`src/rtl/qbert_move_ctrl.sv`:
```
// Q*bert jump controller: debounced direction requests, pyramid geometry,
// sprite-layer jump handshake and board progress tracking.
module qbert_move_ctrl #(
  parameter int DEBOUNCE    = 16,
  parameter int ACK_TIMEOUT = 1024
) (
  input  logic        clk,
  input  logic        reset,
  input  logic        e_start,
  input  logic [2:0]  e_dir,
  input  logic [1:0]  e_tilt_acc,
  input  logic        done_move,
  input  logic [2:0]  state_qb,
  output logic [27:0] position_qb,
  output logic [27:0] e_next_qb,
  output logic [2:0]  e_jump_qb,
  output logic        e_bad_jump,
  output logic        e_win_qb,
  output logic [27:0] cube_done,
  output logic [15:0] jump_count
);

  localparam int CW = (DEBOUNCE > 1) ? $clog2(DEBOUNCE) : 1;
  localparam int TW = (ACK_TIMEOUT > 1) ? $clog2(ACK_TIMEOUT) : 1;
  localparam logic [CW-1:0] DB_MAX = CW'(DEBOUNCE - 1);
  localparam logic [TW-1:0] TO_MAX = TW'(ACK_TIMEOUT - 1);
  localparam logic [2:0] QB_START = 3'b000;
  localparam logic [2:0] QB_IDLE  = 3'b010;

  typedef enum logic [2:0] {
    S_WAIT, S_ARMED, S_LAUNCH, S_FLIGHT, S_LAND
  } state_e;

  state_e st_q, st_d;

  logic [27:0] pos_q, pos_d;
  logic [27:0] nxt_q, nxt_d;
  logic [27:0] tgt_q, tgt_d;
  logic [27:0] cube_q, cube_d;
  logic [2:0]  jmp_q, jmp_d;
  logic [2:0]  pdir_q, pdir_d;
  logic        bad_q, bad_d;
  logic        win_q, win_d;
  logic [15:0] jcnt_q, jcnt_d;
  logic [CW-1:0] db_q, db_d;
  logic [TW-1:0] to_q, to_d;

  logic [3:0]  row, col, tr, tk;
  logic [4:0]  n;
  logic [27:0] tgt_c;
  logic        bad_c, win_c;
  logic        acc, go, respawn;

  // Decode the one-hot cube into (row, column) and project the move.
  always_comb begin
    row = 4'd1;
    col = 4'd1;
    n   = 5'd0;
    for (int r = 1; r <= 7; r++) begin
      for (int k = 1; k <= r; k++) begin
        if (pos_q[n]) begin
          row = 4'(r);
          col = 4'(k);
        end
        n = n + 5'd1;
      end
    end
    tr    = row;
    tk    = col;
    bad_c = 1'b1;
    unique case (1'b1)
      (e_dir == 3'd1): begin
        tr    = row + 4'd1;
        bad_c = (row == 4'd7);
      end
      (e_dir == 3'd2): begin
        tr    = row + 4'd1;
        tk    = col + 4'd1;
        bad_c = (row == 4'd7);
      end
      (e_dir == 3'd3): begin
        tr    = row - 4'd1;
        tk    = col - 4'd1;
        bad_c = (col == 4'd1);
      end
      (e_dir == 3'd4): begin
        tr    = row - 4'd1;
        bad_c = (col == row);
      end
      default: bad_c = 1'b1;
    endcase
    tgt_c = '0;
    n     = 5'd0;
    for (int r = 1; r <= 7; r++) begin
      for (int k = 1; k <= r; k++) begin
        if (!bad_c && 4'(r) == tr && 4'(k) == tk)
          tgt_c[n] = 1'b1;
        n = n + 5'd1;
      end
    end
    win_c = !bad_c && ((cube_q | tgt_c) == '1);
  end

  assign acc = (e_dir != 3'd0) && (e_dir == pdir_q) &&
               (db_q == DB_MAX);
  assign respawn = (state_qb == QB_START);
  assign go = (st_q == S_ARMED) && !respawn &&
              (e_tilt_acc == 2'b00) && acc;

  always_ff @(posedge clk or posedge reset) begin
    if (reset) begin
      st_q   <= S_WAIT;
      pos_q  <= 28'h1;
      nxt_q  <= 28'h1;
      tgt_q  <= '0;
      cube_q <= '0;
      jmp_q  <= '0;
      pdir_q <= '0;
      bad_q  <= 1'b0;
      win_q  <= 1'b0;
      jcnt_q <= '0;
      db_q   <= '0;
      to_q   <= '0;
    end else begin
      st_q   <= st_d;
      pos_q  <= pos_d;
      nxt_q  <= nxt_d;
      tgt_q  <= tgt_d;
      cube_q <= cube_d;
      jmp_q  <= jmp_d;
      pdir_q <= pdir_d;
      bad_q  <= bad_d;
      win_q  <= win_d;
      jcnt_q <= jcnt_d;
      db_q   <= db_d;
      to_q   <= to_d;
    end
  end

  always_comb begin
    st_d = st_q;
    unique case (st_q)
      S_WAIT:
        if (state_qb == QB_IDLE && done_move) st_d = S_ARMED;
      S_ARMED:
        if (respawn)  st_d = S_WAIT;
        else if (go)  st_d = S_LAUNCH;
      S_LAUNCH:
        if (!done_move)           st_d = S_FLIGHT;
        else if (to_q == TO_MAX)  st_d = S_ARMED;
      S_FLIGHT:
        if (done_move) st_d = S_LAND;
      S_LAND:  st_d = S_WAIT;
      default: st_d = S_WAIT;
    endcase
    if (e_start) st_d = S_WAIT;
  end

  always_comb begin
    pos_d  = pos_q;
    nxt_d  = nxt_q;
    tgt_d  = tgt_q;
    cube_d = cube_q;
    jmp_d  = jmp_q;
    pdir_d = pdir_q;
    bad_d  = bad_q;
    win_d  = win_q;
    jcnt_d = jcnt_q;
    db_d   = db_q;
    to_d   = to_q;
    // Debounce runs only while a new request may be taken.
    if (st_q == S_WAIT || st_q == S_ARMED) begin
      pdir_d = e_dir;
      if (st_q == S_ARMED && e_tilt_acc != 2'b00)
        db_d = '0;
      else if (e_dir == 3'd0 || e_dir != pdir_q)
        db_d = '0;
      else if (db_q != DB_MAX)
        db_d = db_q + 1'b1;
    end
    unique case (st_q)
      S_WAIT, S_ARMED: begin
        if (respawn) begin
          pos_d = 28'h1;
          nxt_d = 28'h1;
        end else if (go) begin
          jmp_d = e_dir;
          nxt_d = tgt_c;
          tgt_d = tgt_c;
          bad_d = bad_c;
          win_d = win_q | win_c;
          db_d  = '0;
          to_d  = '0;
        end
      end
      S_LAUNCH: begin
        if (!done_move) begin
          nxt_d = pos_q;
        end else if (to_q == TO_MAX) begin
          nxt_d = pos_q;
          bad_d = 1'b0;
          win_d = 1'b0;
        end else begin
          to_d = to_q + 1'b1;
        end
      end
      S_LAND: begin
        db_d = '0;
        if (!bad_q) begin
          pos_d  = tgt_q;
          nxt_d  = tgt_q;
          cube_d = cube_q | tgt_q;
          if (jcnt_q != 16'hFFFF) jcnt_d = jcnt_q + 16'd1;
        end else begin
          pos_d = 28'h1;
          nxt_d = 28'h1;
          bad_d = 1'b0;
        end
      end
      default: ;
    endcase
    if (e_start) begin
      pos_d  = 28'h1;
      nxt_d  = 28'h1;
      tgt_d  = '0;
      cube_d = '0;
      jmp_d  = '0;
      pdir_d = '0;
      bad_d  = 1'b0;
      win_d  = 1'b0;
      jcnt_d = '0;
      db_d   = '0;
      to_d   = '0;
    end
  end

  assign position_qb = pos_q;
  assign e_next_qb   = nxt_q;
  assign e_jump_qb   = jmp_q;
  assign e_bad_jump  = bad_q;
  assign e_win_qb    = win_q;
  assign cube_done   = cube_q;
  assign jump_count  = jcnt_q;

endmodule

```
`config.mk`:
```
export PLATFORM = sky130hd
export DESIGN_NAME = qbert_move_ctrl
export DESIGN_NICKNAME = d
export VERILOG_FILES = /design/src/rtl/qbert_move_ctrl.sv
export SDC_FILE = /design/constraint.sdc
export NUM_CORES = 1
export LEC_CHECK = 0
export ABC_CLOCK_PERIOD_IN_PS = 11750
export BUFFER_PORTS_ARGS = -buffer_cell sky130_fd_sc_hd__buf_2
export CORE_MARGIN = 2
export CORE_UTILIZATION = 30
export DETAILED_ROUTE_END_ITERATION = 10
export PLACE_DENSITY = 0.59
export SYNTH_ARGS = -nofsm -noshare
export SYNTH_HDL_FRONTEND = slang
export SYNTH_SLANG_ARGS = --single-unit
```
`constraint.sdc`:
```
create_clock -name clk -period 11.75 [get_ports clk]
set_clock_uncertainty 0.05 [all_clocks]
set_input_delay 1.175 -clock clk [delete_from_list [all_inputs] [get_ports clk]]
set_output_delay 1.175 -clock clk [all_outputs]
set_load 0.01 [all_outputs]
```
==> impl_metrics.csv <==
group,metric,value,unit
yosys,synthDistinctLibCells,71,
hold_path,hold_path_class,"flop to flop",
grt,grt_pass1_wl,45700,um
place,post-place-ws,5940,ps
cells_and_area,syn2layout_area_growth,17.6,%
worst_setup_path,cp_data_required_time,12050,ps
floorplan,initial_utilization,0.303,
floorplan,core,27600,um^2
grt,grt_overflow,0,
yosys,syn-cell-area,8360,um^2
worst_setup_path,reg2reg_slack,6220,ps
yosys,synth_top_cell_area_share,0.452,
worst_setup_path,regToRegStartpoint,"position_qb[9]$_DFFE_PP0P_",
yosys,synth_seq_cells,153,
sta,rsz0062_at_grt,"false",
place,dp_hpwl,21300,um
clock_tree,cts.clk_slew.worst_paths,60,ps
floorplan,boundaryPins,117,
clock_tree,numCtsBuffers,17,
sta,post-route-min-period,5530,ps
worst_setup_path,cp_max_fo,8,
clock_tree,cts_num_sinks,153,
worst_setup_path,cp-end-kind,"flop",
grt,grt_pass1_vias,7328,
yosys,synth_nets,1005,
yosys,synth_top_cells_by_area,"dfrtp_1 45%, a21oi_1 7.5%, nand2_1 5.5%, nor2_1 5.4%, o21ai_0 3.8%",
floorplan,die-width,171,um
floorplan,rows,61,
grt,grt_usage,0.207,
status,status,"finished, final reports clean",
yosys,synth_flop_cell,"dfrtp_1",
sta,drv_slew,0,
sta,fin_crit_sh,0.471,
clock_tree,cts-root-buf,"clkbuf_16",
clock_tree,cts_resized,0,
worst_setup_path,critical_path_class,"flop to flop",
power_and_ir_drop,p_leak,4.38,nW
flow_run,maxCapViolations,0,
worst_setup_path,critPathLaunch,"position_qb[9]$_DFFE_PP0P_",
clock_tree,cts_hold_buf,0,
worst_setup_path,cp.arrival,5830,ps
routing,drc,0,
sta,tns,0,ps
power_and_ir_drop,p_per_area,148,nW/um^2
yosys,synth_edf_count,0,
clock_tree,cts_tree,"built",
yosys,synth_cells,984,
floorplan,die-area,29200,um^2
sta,final_hold_viol_count,0,
cells_and_area,final_util,0.356,
clock_tree,clk_latency,440,ps
routing,routed_wl,30100,um
routing,wire_per_inst,20.6,um
clock_tree,clk_path_buf_depth,2,
worst_setup_path,start_kind,"flop",
sta,setup_viol_count_final,0,
routing,first_pass_iters,6,
yosys,yosysSeqAreaShare,0.458,
floorplan,die_h,171,um
clock_tree,postCtsSetupBuffers,0,
clock_tree,h-tree-depth,4,
sta,max_slew.worst_pin.slew,1220,ps
yosys,synth_commonest_cells,"151 x dfrtp_1, 125 x a21oi_1, 123 x nand2_1, 120 x nor2_1, 64 x o21ai_0",
routing,ant_nets,0,
cells_and_area,final_layout_size_suffix_gt1_frac,0.174,
place,place.gp.congestion,0.922,
routing,viasPerCell,5.49,
power_and_ir_drop,peakVddDrop,0.0844,mV
sta,relSlewSlack,0.189,
yosys,yosys.area.top_type,"dfrtp_1",
yosys,ys_async_sr_fraction,1.00,
yosys,yosysMostFrequentCell,"dfrtp_1",
sta,max_freq,0.181,GHz
routing,drt_iter0_markers,872,
hold_path,hp-start,"e_next_qb[20]$_DFFE_PP0P_",
grt,grt_max_degree,79,
yosys,yosys_warnings,0,
routing,vias,8022,
yosys,avgSynthCellArea,8.50,um^2
cells_and_area,finalNetCount,1089,
grt,antenna_found_initial,0,
place,numPortBuffers,116,
sta,setup_slack,6220,ps
-- cell families after synthesis --
| kind of cell | after synthesis | synth area share |
|---|---|---|
| AO/OA/AOI/OAI | 295 | 0.219 |
| XOR/XNOR | 24 | 0.0260 |
| adder cells (fa/ha/maj) | 9 | 0.0144 |
| buffers and inverters | 87 | 0.0404 |
| flip-flops | 153 | 0.458 |
| multiplexers | 6 | 0.00733 |
| AND/OR/NAND/NOR | 410 | 0.234 |
-- sequential cells by signal, indices dropped and copies added, names as in the netlist, 3 cells and up --
signal and flops:
pdir_q 3, e_next_qb 28, db_q 4, st_q 3, cube_done 28, position_qb 28
e_jump_qb 3, to_q 10, jump_count 16, tgt_q 28
-- stage by stage --
stage	power [mW]	area (um^2)	hold WS, ps	std cells
3_5_place_dp	0.922	9270	417	1427
4_1_cts	1.46	9830	431	1459
2_1_floorplan	0.803	8360	430	984
6_report	1.46	9830	429	1460
5_1_grt	1.52	9830	455	1459
3_3_place_gp	0.922	9270	418	1427
-- power breakdown --
group	leakage, nW	switching (mW)	internal (mW)	total [mW]
Clock	0.269	0.242	0.300	0.542
Combinational	1.99	0.224	0.0944	0.318
Sequential	2.12	0.0404	0.558	0.598
Total	4.38	0.506	0.952	1.46
-- cells in the final DEF (no fill, tap or decap), drive strengths merged, types with 7 or more instances in the layout --
cell type,n
dfrtp,151
a21oi,126
buf,125
nand2,123
nor2,120
o21ai,66
nand3,36
inv,31
nor3,29
clkbuf,20
a22oi,18
or3,17
xor2,16
a32o,16
nand4,11
nand2b,11
nor4,11
and2,10
a31oi,9
o31ai,9
ha,8
xnor2,8
or2,7
nor2b,7
a22o,7
-- layout make-up --
cell class | instances | area (um^2)
clock inverter | 12 | 118
multi-input combinational | 744 | 4200
timing repair buffer | 125 | 651
antenna | 1 | 2.50
inverter | 27 | 106
tap | 378 | 473
fill | 2951 | 17800
sequential | 153 | 3830
clock buffer | 20 | 447
-- path summary, 6_finish.rpt --
| kind | endpoint | cells past startpoint |
|---|---|---|
| setup reg to reg | e_win_qb$_DFFE_PP0P_ | 16 |
| min in group asynchronous | cube_done[27]$_DFFE_PP0P_ | 2 |
| max in group asynchronous | e_next_qb[22]$_DFFE_PP0P_ | 3 |
| hold / removal | e_next_qb[20]$_DFFE_PP0P_ | 2 |
| setup / recovery | e_win_qb$_DFFE_PP0P_ | 16 |
| hold reg to reg | e_next_qb[20]$_DFFE_PP0P_ | 2 |
-- routing by layer --
metal / up-vias / global-route usage / wire length (um)
li1: 3676 / - / -
met2: 368 / 0.313 / 13500
met4: 0 / 0.0556 / 591
met5: - / 0 / 0
met1: 3941 / 0.301 / 13400
met3: 37 / 0.0416 / 2560
-- worst max-delay path, stage by stage, from the launching register on --
cell      delay [ps]
dfrtp_1          460
or4_4            570
nand3b_4         170
nor3_1           430
inv_1            100
ha_1             400
or3_1            330
and4b_1          180
or3_1            350
mux2_2           350
nand3b_1         260
nor4_1           800
nor2_1            70
nor2_1           140
nand4_1          110
or4_1            490
o31ai_2          170
(Power assumes the default switching activity.)
